File: config.mk
export PLATFORM = sky130hd
export DESIGN_NAME = tapped_delay_line
export DESIGN_NICKNAME = d
export VERILOG_FILES = /design/src/rtl/tapped_delay_line.sv
export SDC_FILE = /design/constraint.sdc
export NUM_CORES = 1
export LEC_CHECK = 0
export BUFFER_PORTS_ARGS = -buffer_cell sky130_fd_sc_hd__buf_2
export CAP_MARGIN = 40
export CORE_MARGIN = 4
export CORE_UTILIZATION = 30
export DETAILED_ROUTE_END_ITERATION = 7
export PLACE_DENSITY = 0.63
export SLEW_MARGIN = 30
export SYNTH_ARGS = -nofsm -noshare
export SYNTH_HDL_FRONTEND = slang
export SYNTH_SLANG_ARGS = --single-unit
export TNS_END_PERCENT = 10
File: constraint.sdc
create_clock -name clk -period 1.1 [get_ports clk]
set_input_delay 0.165 -clock clk [delete_from_list [all_inputs] [get_ports clk]]
set_output_delay 0.165 -clock clk [all_outputs]
set_load 0.03 [all_outputs]
File: src/rtl/tapped_delay_line.sv
// tapped_delay_line: programmable alignment delay of 0..DEPTH enabled cycles.
// WIDTH-bit data moves through DEPTH register stages. Each stage carries a
// valid bit. A run-time tap select picks which stage drives the output.
// The line supports stall (en), synchronous flush and a saturating fill count.
//
// Ports:
//   clk      rising-edge clock
//   rst      synchronous active-high reset; clears stages, valids and fill
//   en       shift enable; 0 holds every stage
//   flush    synchronous clear, same effect as rst; drops this cycle's input
//   in_valid qualifies d
//   d        input data
//   sel      tap select: 0 = bypass, k = k-enabled-cycle delay, >DEPTH = zero
//   q        selected tap data (combinational)
//   q_valid  selected tap valid (combinational)
//   fill     enabled shifts since last rst/flush, saturating at DEPTH
module tapped_delay_line #(
    parameter int unsigned WIDTH = 8,
    parameter int unsigned DEPTH = 3,
    parameter int unsigned SEL_W = $clog2(DEPTH + 1)
) (
    input  logic             clk,
    input  logic             rst,
    input  logic             en,
    input  logic             flush,
    input  logic             in_valid,
    input  logic [WIDTH-1:0] d,
    input  logic [SEL_W-1:0] sel,
    output logic [WIDTH-1:0] q,
    output logic             q_valid,
    output logic [SEL_W-1:0] fill
);

    localparam logic [SEL_W-1:0] FILL_MAX = SEL_W'(DEPTH);

    logic [WIDTH-1:0] stage_q [DEPTH];
    logic [WIDTH-1:0] stage_d [DEPTH];
    logic [DEPTH-1:0] vld_q;
    logic [DEPTH-1:0] vld_d;
    logic [SEL_W-1:0] fill_q;
    logic [SEL_W-1:0] fill_d;

    // Next-state: flush clears, en shifts, otherwise everything holds.
    always_comb begin
        stage_d = stage_q;
        vld_d   = vld_q;
        fill_d  = fill_q;
        if (flush) begin
            for (int i = 0; i < DEPTH; i++) begin
                stage_d[i] = '0;
            end
            vld_d  = '0;
            fill_d = '0;
        end else if (en) begin
            stage_d[0] = d;
            vld_d[0]   = in_valid;
            for (int i = 1; i < DEPTH; i++) begin
                stage_d[i] = stage_q[i-1];
                vld_d[i]   = vld_q[i-1];
            end
            // Fill counts enabled edges and sticks at DEPTH.
            if (fill_q != FILL_MAX) begin
                fill_d = fill_q + SEL_W'(1);
            end
        end
    end

    // State registers; reset takes priority over flush and en.
    always_ff @(posedge clk) begin
        if (rst) begin
            for (int i = 0; i < DEPTH; i++) begin
                stage_q[i] <= '0;
            end
            vld_q  <= '0;
            fill_q <= '0;
        end else begin
            for (int i = 0; i < DEPTH; i++) begin
                stage_q[i] <= stage_d[i];
            end
            vld_q  <= vld_d;
            fill_q <= fill_d;
        end
    end

    // Output tap mux. sel=0 bypasses the line, and unencodable taps read as zero.
    always_comb begin
        q       = '0;
        q_valid = 1'b0;
        if (sel == '0) begin
            q       = d;
            q_valid = in_valid;
        end else begin
            for (int i = 0; i < DEPTH; i++) begin
                if (sel == SEL_W'(i + 1)) begin
                    q       = stage_q[i];
                    q_valid = vld_q[i];
                end
            end
        end
    end

    assign fill = fill_q;

endmodule
==> key figures, run 1 <==
Status
  – Failing checks: negative setup slack
  – Status: finished with violations

Yosys
  – Compound-Gate Fraction of Synth Area: 0
  – Post-synthesis xor/xnor area fraction: 0.00684
  – Syn Inst Count: about 110
  – EDFF count, synth: 0
  – Synth async-reset ratio: 0
  – Post-synthesis simple-gate area fraction: 0.0958
  – Synthesis-stage register bit count: 29
  – Cell taking the most area after synthesis: dfxtp_1
  – Syn_nets: 123
  – Largest cells by area after synthesis: dfxtp_1, mux2i_1, mux4_2, nor2_1, buf_6
  – Register area share after synthesis: 0.454
  – Mux contribution to synthesized area: 0.377
  – Post-Syn Area: roughly 1300 um^2
  – Distinct cells, synth: 12
  – Largest family of logic cells by synthesized area: multiplexers
  – Yosys top cell area share: 0.454
  – Synth top cells by count: dfxtp_1, nor2_1, mux2i_1, mux4_2, buf_6
  – Syn avg cell area: 12.0 um^2
  – Synth warnings: 0
  – Main flop type after synthesis: dfxtp_1
  – Adder-cell share of the synthesized area: 0.00978

STA
  – Post-route minimum period: 1.40 ns
  – Slew @ Worst Pin: between 0.2 and 0.3 ns
  – Final setup fails: 9
  – Rel. slew slack: 0.827
  – Final worst path period share: 1.27
  – Hold Vio Cnt, Final: 0
  – Setup WS post-layout: -0.298 ns
  – Min Hold Slack: 0.149 ns
  – RSZ-0062 raised after global routing: true
  – Skew final: 0.000563 ns
  – Final-report max-slew violation count: 0
  – Max Freq: between 0.7 and 0.8 GHz

Clocking
  – Clock transition at path regs: ~0.050 ns
  – CTS tree: built
  – Root Driver: clkbuf_8
  – H-Tree Depth: 2
  – CTS Hold Bufs: 0
  – Sink Count: 29
  – TritonCTS buffer count: 5
  – Clk buf depth: 2
  – Clk_lat worst skew: 0.27 ns

Min path
  – Worst Hold Class: input port to register

Worst setup path
  – Crit end category: output pin
  – Crit path buf inv count: 1
  – Crit path DAT: between 1 and 1.5 ns
  – Critical path peak fanout: 2
  – Delay-heaviest family, CP: multiplexers
  – Worst Setup Path Type: register to output pin
  – Critical Path, Cell by Cell: mux4_2, buf_6
  – Critical path required time: between 0.9 and 1 ns
  – Largest stage delay, worst path: approximately 0.48 ns
  – Startpoint types: register
  – Slowest CP cell: mux4_2

Die
  – Core ar.: between 4000 and 5000 um^2
  – Die ar.: 5380 um^2
  – Die height: about 73 um
  – Io pins: 26
  – Cell Rows: 23
  – Starting density of the core: 0.315
  – Die Wd: around 73 um

Placed design
  – Post-DP Area: 1580 um^2
  – Port Buffers: 25
  – Routability Congestion: between 0.6 and 0.7
  – HPWL after detailed placement: 1960 um
  – DP Worst Slack: -0.195 ns
  – Placed cells: roughly 190

Routing
  – DRT Wirelength: 2630 um
  – Wirelength per Cell: 13.3 um
  – DRC errors left: 0
  – Vias/cell: around 4.7
  – Drt first pass iters: 4
  – Via count: around 940
  – 1st-iter DRT viols: a little over 40
  – Final ANT Viol Nets: 0

Finish
  – Final Cell Area: roughly 1700 um^2
  – Layout cells sized above 1: 0.480
  – Layout Nets: about 160
  – Fin cells: roughly 200
  – FF/Latch Area: 598 um^2
  – Post-layout util: 0.430
  – Antenna cell count: 0
  – Footprint of the multi-input gates: roughly 640 um^2
  – Area delta synth->final: 36.5%
  – Fill cells: about 380

Job
  – MaxCap Viol Count: 0

Global route
  – Grt total ovfl: 0
  – Largest net degree at the start of global routing: 27
  – Initial antenna violation count: 0
  – Total Routing Usage GR: 0.112
  – Number of global-route vias before repair: between 900 and 1000
  – First-pass GRT wire length: around 4400 um

Pwr
  – Pwr Density: 1280 nW/um^2
  – Max rail drop VDD: ~0.68 mV
  – Leak: about 0.78 nW
[kinds of logic after synthesis]
| kind of cell | Yosys count |
|---|---|
| XOR/XNOR | 1 |
| buffers and inverters | 8 |
| multiplexers | 37 |
| AND/OR/NAND/NOR | 31 |
| adder cells (fa/ha/maj) | 1 |
| flip-flops | 29 |
[power breakdown]
part	internal (W)	switching, W
clock	0.000494	0.000349
combinational	0.000164	0.000152
sequential	0.00107	0.0000106
[worst reg2reg max path, delay by kind of cell (launching register included)]
family,cells,cell delay (ns)
DFF,1,0.36
and+or+nand+nor,2,0.28
muxes,1,0.18
adders and majority gates,1,0.15
[cell type report]
class	count	area share
Sequential cell	29	0.342
Timing Repair Buffer	42	0.206
Clock buffer	7	0.0494
Tap cell	50	0.0358
Multi-Input combinational cell	70	0.367
[layout by cell type, fill, tap and decap left out]
| cell | Yosys | layout |
|---|---|---|
| and2b_2 | 0 | 1 |
| buf_12 | 0 | 4 |
| buf_2 | 0 | 16 |
| buf_4 | 1 | 13 |
| buf_6 | 5 | 9 |
| clkbuf_1 | 1 | 1 |
| clkbuf_8 | 0 | 6 |
| dfxtp_1 | 29 | 17 |
| dfxtp_2 | 0 | 11 |
| dfxtp_4 | 0 | 1 |
| ha_4 | 0 | 1 |
| mux2i_1 | 28 | 28 |
| mux4_2 | 9 | 9 |
| nor2_1 | 29 | 29 |
| or2_1 | 1 | 1 |
| xnor2_1 | 1 | 1 |
[per-layer routing]
metal | vias up | global-route usage | wire (um)
met5 | - | 0 | 0
li1 | 451 | - | -
met3 | 5 | 0.0479 | 177
met4 | 0 | 0.0483 | 34
met1 | 462 | 0.113 | 996
met2 | 20 | 0.200 | 1420
[final timing paths]
check	slack [ns]	startpoint	cells past startpoint	end
min	0.15	d[6]	3	stage_q[22]$_SDFFE_PP0P_
min reg2reg	0.50	stage_q[6]$_SDFFE_PP0P_	2	stage_q[6]$_SDFFE_PP0P_
max reg2reg	0.03	fill[0]$_SDFFE_PP0P_	4	fill[1]$_SDFFE_PP0P_
max	-0.30	stage_q[1]$_SDFFE_PP0P_	2	q[1]
[registers in the layout, indices dropped and copies added, names as in the netlist]
| name | cells |
|---|---|
| stage_q | 24 |
| vld_q | 3 |
| fill | 2 |
[repair_timing]
action,4_1_cts,5_1_grt
setup endpoints to repair,9,10
setup buffers,2,0
resized for setup,25,4
[through the flow]
step,setup TNS (ns),power [W]
2_1_floorplan,0,0.00130
3_3_place_gp,-1.54,0.00139
3_5_place_dp,-1.54,0.00139
4_1_cts,-2.69,0.00228
5_1_grt,-2.88,0.00234
6_report,-2.55,0.00224
(Power assumes the default switching activity.)
==> run 2, diff against run 1 <==
- CELL_PAD_IN_SITES_DETAIL_PLACEMENT: not set -> 0
- CELL_PAD_IN_SITES_GLOBAL_PLACEMENT: not set -> 1
- PLACE_DENSITY: 0.63 -> 0.73
==> key figures, run 2 (same netlist as run 1, synthesis figures left out) <==
Worst setup path
  – Slowest CP cell: mux4_2 (unchanged)
  – Critical path peak fanout: 3 (was 2)
  – Startpoint types: register (unchanged)
  – Critical Path, Cell by Cell: mux4_2, buf_6 (unchanged)
  – Worst Setup Path Type: register to output pin (unchanged)
  – R2r startpoint: fill[0]$_SDFFE_PP0P_ (unchanged)
  – Critical path required time: 0.94 ns (about the same)
  – CP startpoint: stage_q[12]$_SDFFE_PP0P_ (was stage_q[1]$_SDFFE_PP0P_)
  – Crit end category: output pin (unchanged)
  – Largest stage delay, worst path: 0.47 ns (was 0.48 ns)
  – Crit path DAT: 1.22 ns (was 1.23 ns)

Clocking
  – CTS Hold Bufs: 0 (unchanged)
  – Sink Count: 29 (unchanged)
  – CTS tree: built (unchanged)
  – Root Driver: clkbuf_8 (unchanged)
  – H-Tree Depth: 2 (unchanged)
  – Clock transition at path regs: 0.06 ns (was 0.05 ns)
  – Clk buf depth: 2 (unchanged)
  – Clk_lat worst skew: 0.28 ns (was 0.27 ns)
  – TritonCTS buffer count: 5 (unchanged)

Routing
  – Drt first pass iters: 4 (unchanged)
  – 1st-iter DRT viols: 40 (was 41)
  – Final ANT Viol Nets: 0 (unchanged)
  – Wirelength per Cell: 12.9 um (was 13.3 um)
  – Vias/cell: 4.55 (was 4.74)
  – Via count: 901 (was 938)
  – DRC errors left: 0 (unchanged)
  – DRT Wirelength: 2550 um (was 2630 um)

Finish
  – Most flops, register: stage_q (unchanged)
  – Layout Nets: 164 (unchanged)
  – Number of flip-flops in the largest register: 24 (unchanged)
  – Antenna cell count: 0 (unchanged)
  – Area delta synth->final: 34.6% (was 36.5%)
  – Final Cell Area: 1720 um^2 (was 1750 um^2)
  – Layout cells sized above 1: 0.486 (was 0.480)
  – Commonest non-fill, non-tap cell in the layout: nor2_1 (unchanged)
  – Most frequent cells in the layout: nor2_1, mux2i_1, buf_2, dfxtp_1, buf_4 (was nor2_1, mux2i_1, dfxtp_1)

STA
  – Hold Vio Cnt, Final: 0 (unchanged)
  – Slew @ Worst Pin: 0.283 ns (was 0.259 ns)
  – Rel. slew slack: 0.812 (was 0.827)
  – Max Freq: 0.720 GHz (was 0.715 GHz)
  – Skew final: 0.00471 ns (was 0.000563 ns)
  – RSZ-0062 raised after global routing: true (unchanged)
  – Final-report max-slew violation count: 0 (unchanged)
  – Setup WS post-layout: -0.289 ns (was -0.298 ns)
  – Post-route minimum period: 1.39 ns (was 1.40 ns)
  – Final setup fails: 9 (unchanged)
  – Final worst path period share: 1.26 (was 1.27)

Die
  – Die ar.: 5380 um^2 (unchanged)
  – Cell Rows: 23 (unchanged)
  – Die height: 73.3 um (unchanged)
  – Die Wd: 73.3 um (unchanged)
  – Core ar.: 4060 um^2 (unchanged)
  – Starting density of the core: 0.315 (unchanged)
  – Io pins: 26 (unchanged)

Status
  – Failing checks: negative setup slack (unchanged)
  – Status: finished with violations (unchanged)

Pwr
  – Leak: 0.766 nW (was 0.775 nW)
  – Max rail drop VDD: 0.755 mV (was 0.682 mV)
  – Pwr Density: 1300 nW/um^2 (was 1280 nW/um^2)
  – Total power: 0.00225 W (was 0.00224 W)

Job
  – MaxCap Viol Count: 0 (unchanged)

Placed design
  – Post-DP Area: 1540 um^2 (was 1580 um^2)
  – Port Buffers: 25 (unchanged)
  – Routability Congestion: 0.603 (was 0.622)
  – HPWL after detailed placement: 1800 um (was 1960 um)

Min path
  – Min-delay src: d[6] (unchanged)
  – Worst Hold Class: input port to register (unchanged)

Global route
  – Total Routing Usage GR: 0.103 (was 0.112)
  – Largest net degree at the start of global routing: 30 (was 27)
  – Initial antenna violation count: 0 (unchanged)
  – First-pass GRT wire length: 4170 um (was 4430 um)
  – Number of global-route vias before repair: 961 (was 990)
  – Grt total ovfl: 0 (unchanged)
==> run 2: changes by cell type in the layout (fill, tap and decap cells not counted) <==
cell     delta
buf_12      -2
dfxtp_1     -1
dfxtp_2     +1
buf_4       +2
==> run 2: area by class of cell <==
class	count	area, um^2
fillers	378	2330
multi-input cells	70	641
flip-flops and latches	29	599
repair buffers	42	334
clock buffers	7	86.3
well taps	50	62.6
==> run 2: per-layer routing <==
metal | wire length [um] | part of all wire | up-vias | GRT usage
met4 | 30 | 0.012 | 0 | 0.0402
li1 | - | - | 456 | -
met1 | 1120 | 0.44 | 425 | 0.114
met5 | 0 | 0 | - | 0
met2 | 1300 | 0.51 | 16 | 0.176
met3 | 103 | 0.040 | 4 | 0.0424
==> run 2: per-stage QoR <==
step           hold slack (ns)  setup slack (ns)  instances   util  setup TNS (ns)
2_1_floorplan            0.312           0.00371        107      -               0
6_report                 0.141            -0.289        198  0.425           -2.51
3_5_place_dp             0.427            -0.182        188  0.380           -1.42
5_1_grt                  0.164            -0.327        198  0.425           -2.88
4_1_cts                  0.135            -0.303        197  0.422           -2.61
3_3_place_gp             0.414            -0.178        188  0.380           -1.46
==> run 2: final timing paths <==
kind	to	slack (ns)	cells past startpoint
worst min-delay path	stage_q[22]$_SDFFE_PP0P_	0.14	3
worst max register to register	fill[1]$_SDFFE_PP0P_	0.02	4
worst min register to register	stage_q[6]$_SDFFE_PP0P_	0.49	2
worst max-delay path	q[4]	-0.29	2
==> run 2: repair_timing <==
| action | 4_1_cts | 5_1_grt |
|---|---|---|
| endpoints found under the setup margin | 10 | 10 |
| resized for setup | 26 | 4 |
| buffers inserted | 2 | 1 |
| cloned | 0 | 0 |
| pin swaps | 1 | 0 |
==> run 2: critical path: cells and delay by family, from the launching register on <==
kind	cells	cell delay [ns]
DFF	1	0.32
muxes	1	0.47
buffers and inverters	1	0.16
==> run 2: power breakdown <==
part           switching [W]  internal (W)  total, W
sequential         0.0000111       0.00107   0.00108
combinational       0.000145      0.000152  0.000297
clock               0.000375      0.000495  0.000870
total               0.000531       0.00171   0.00225
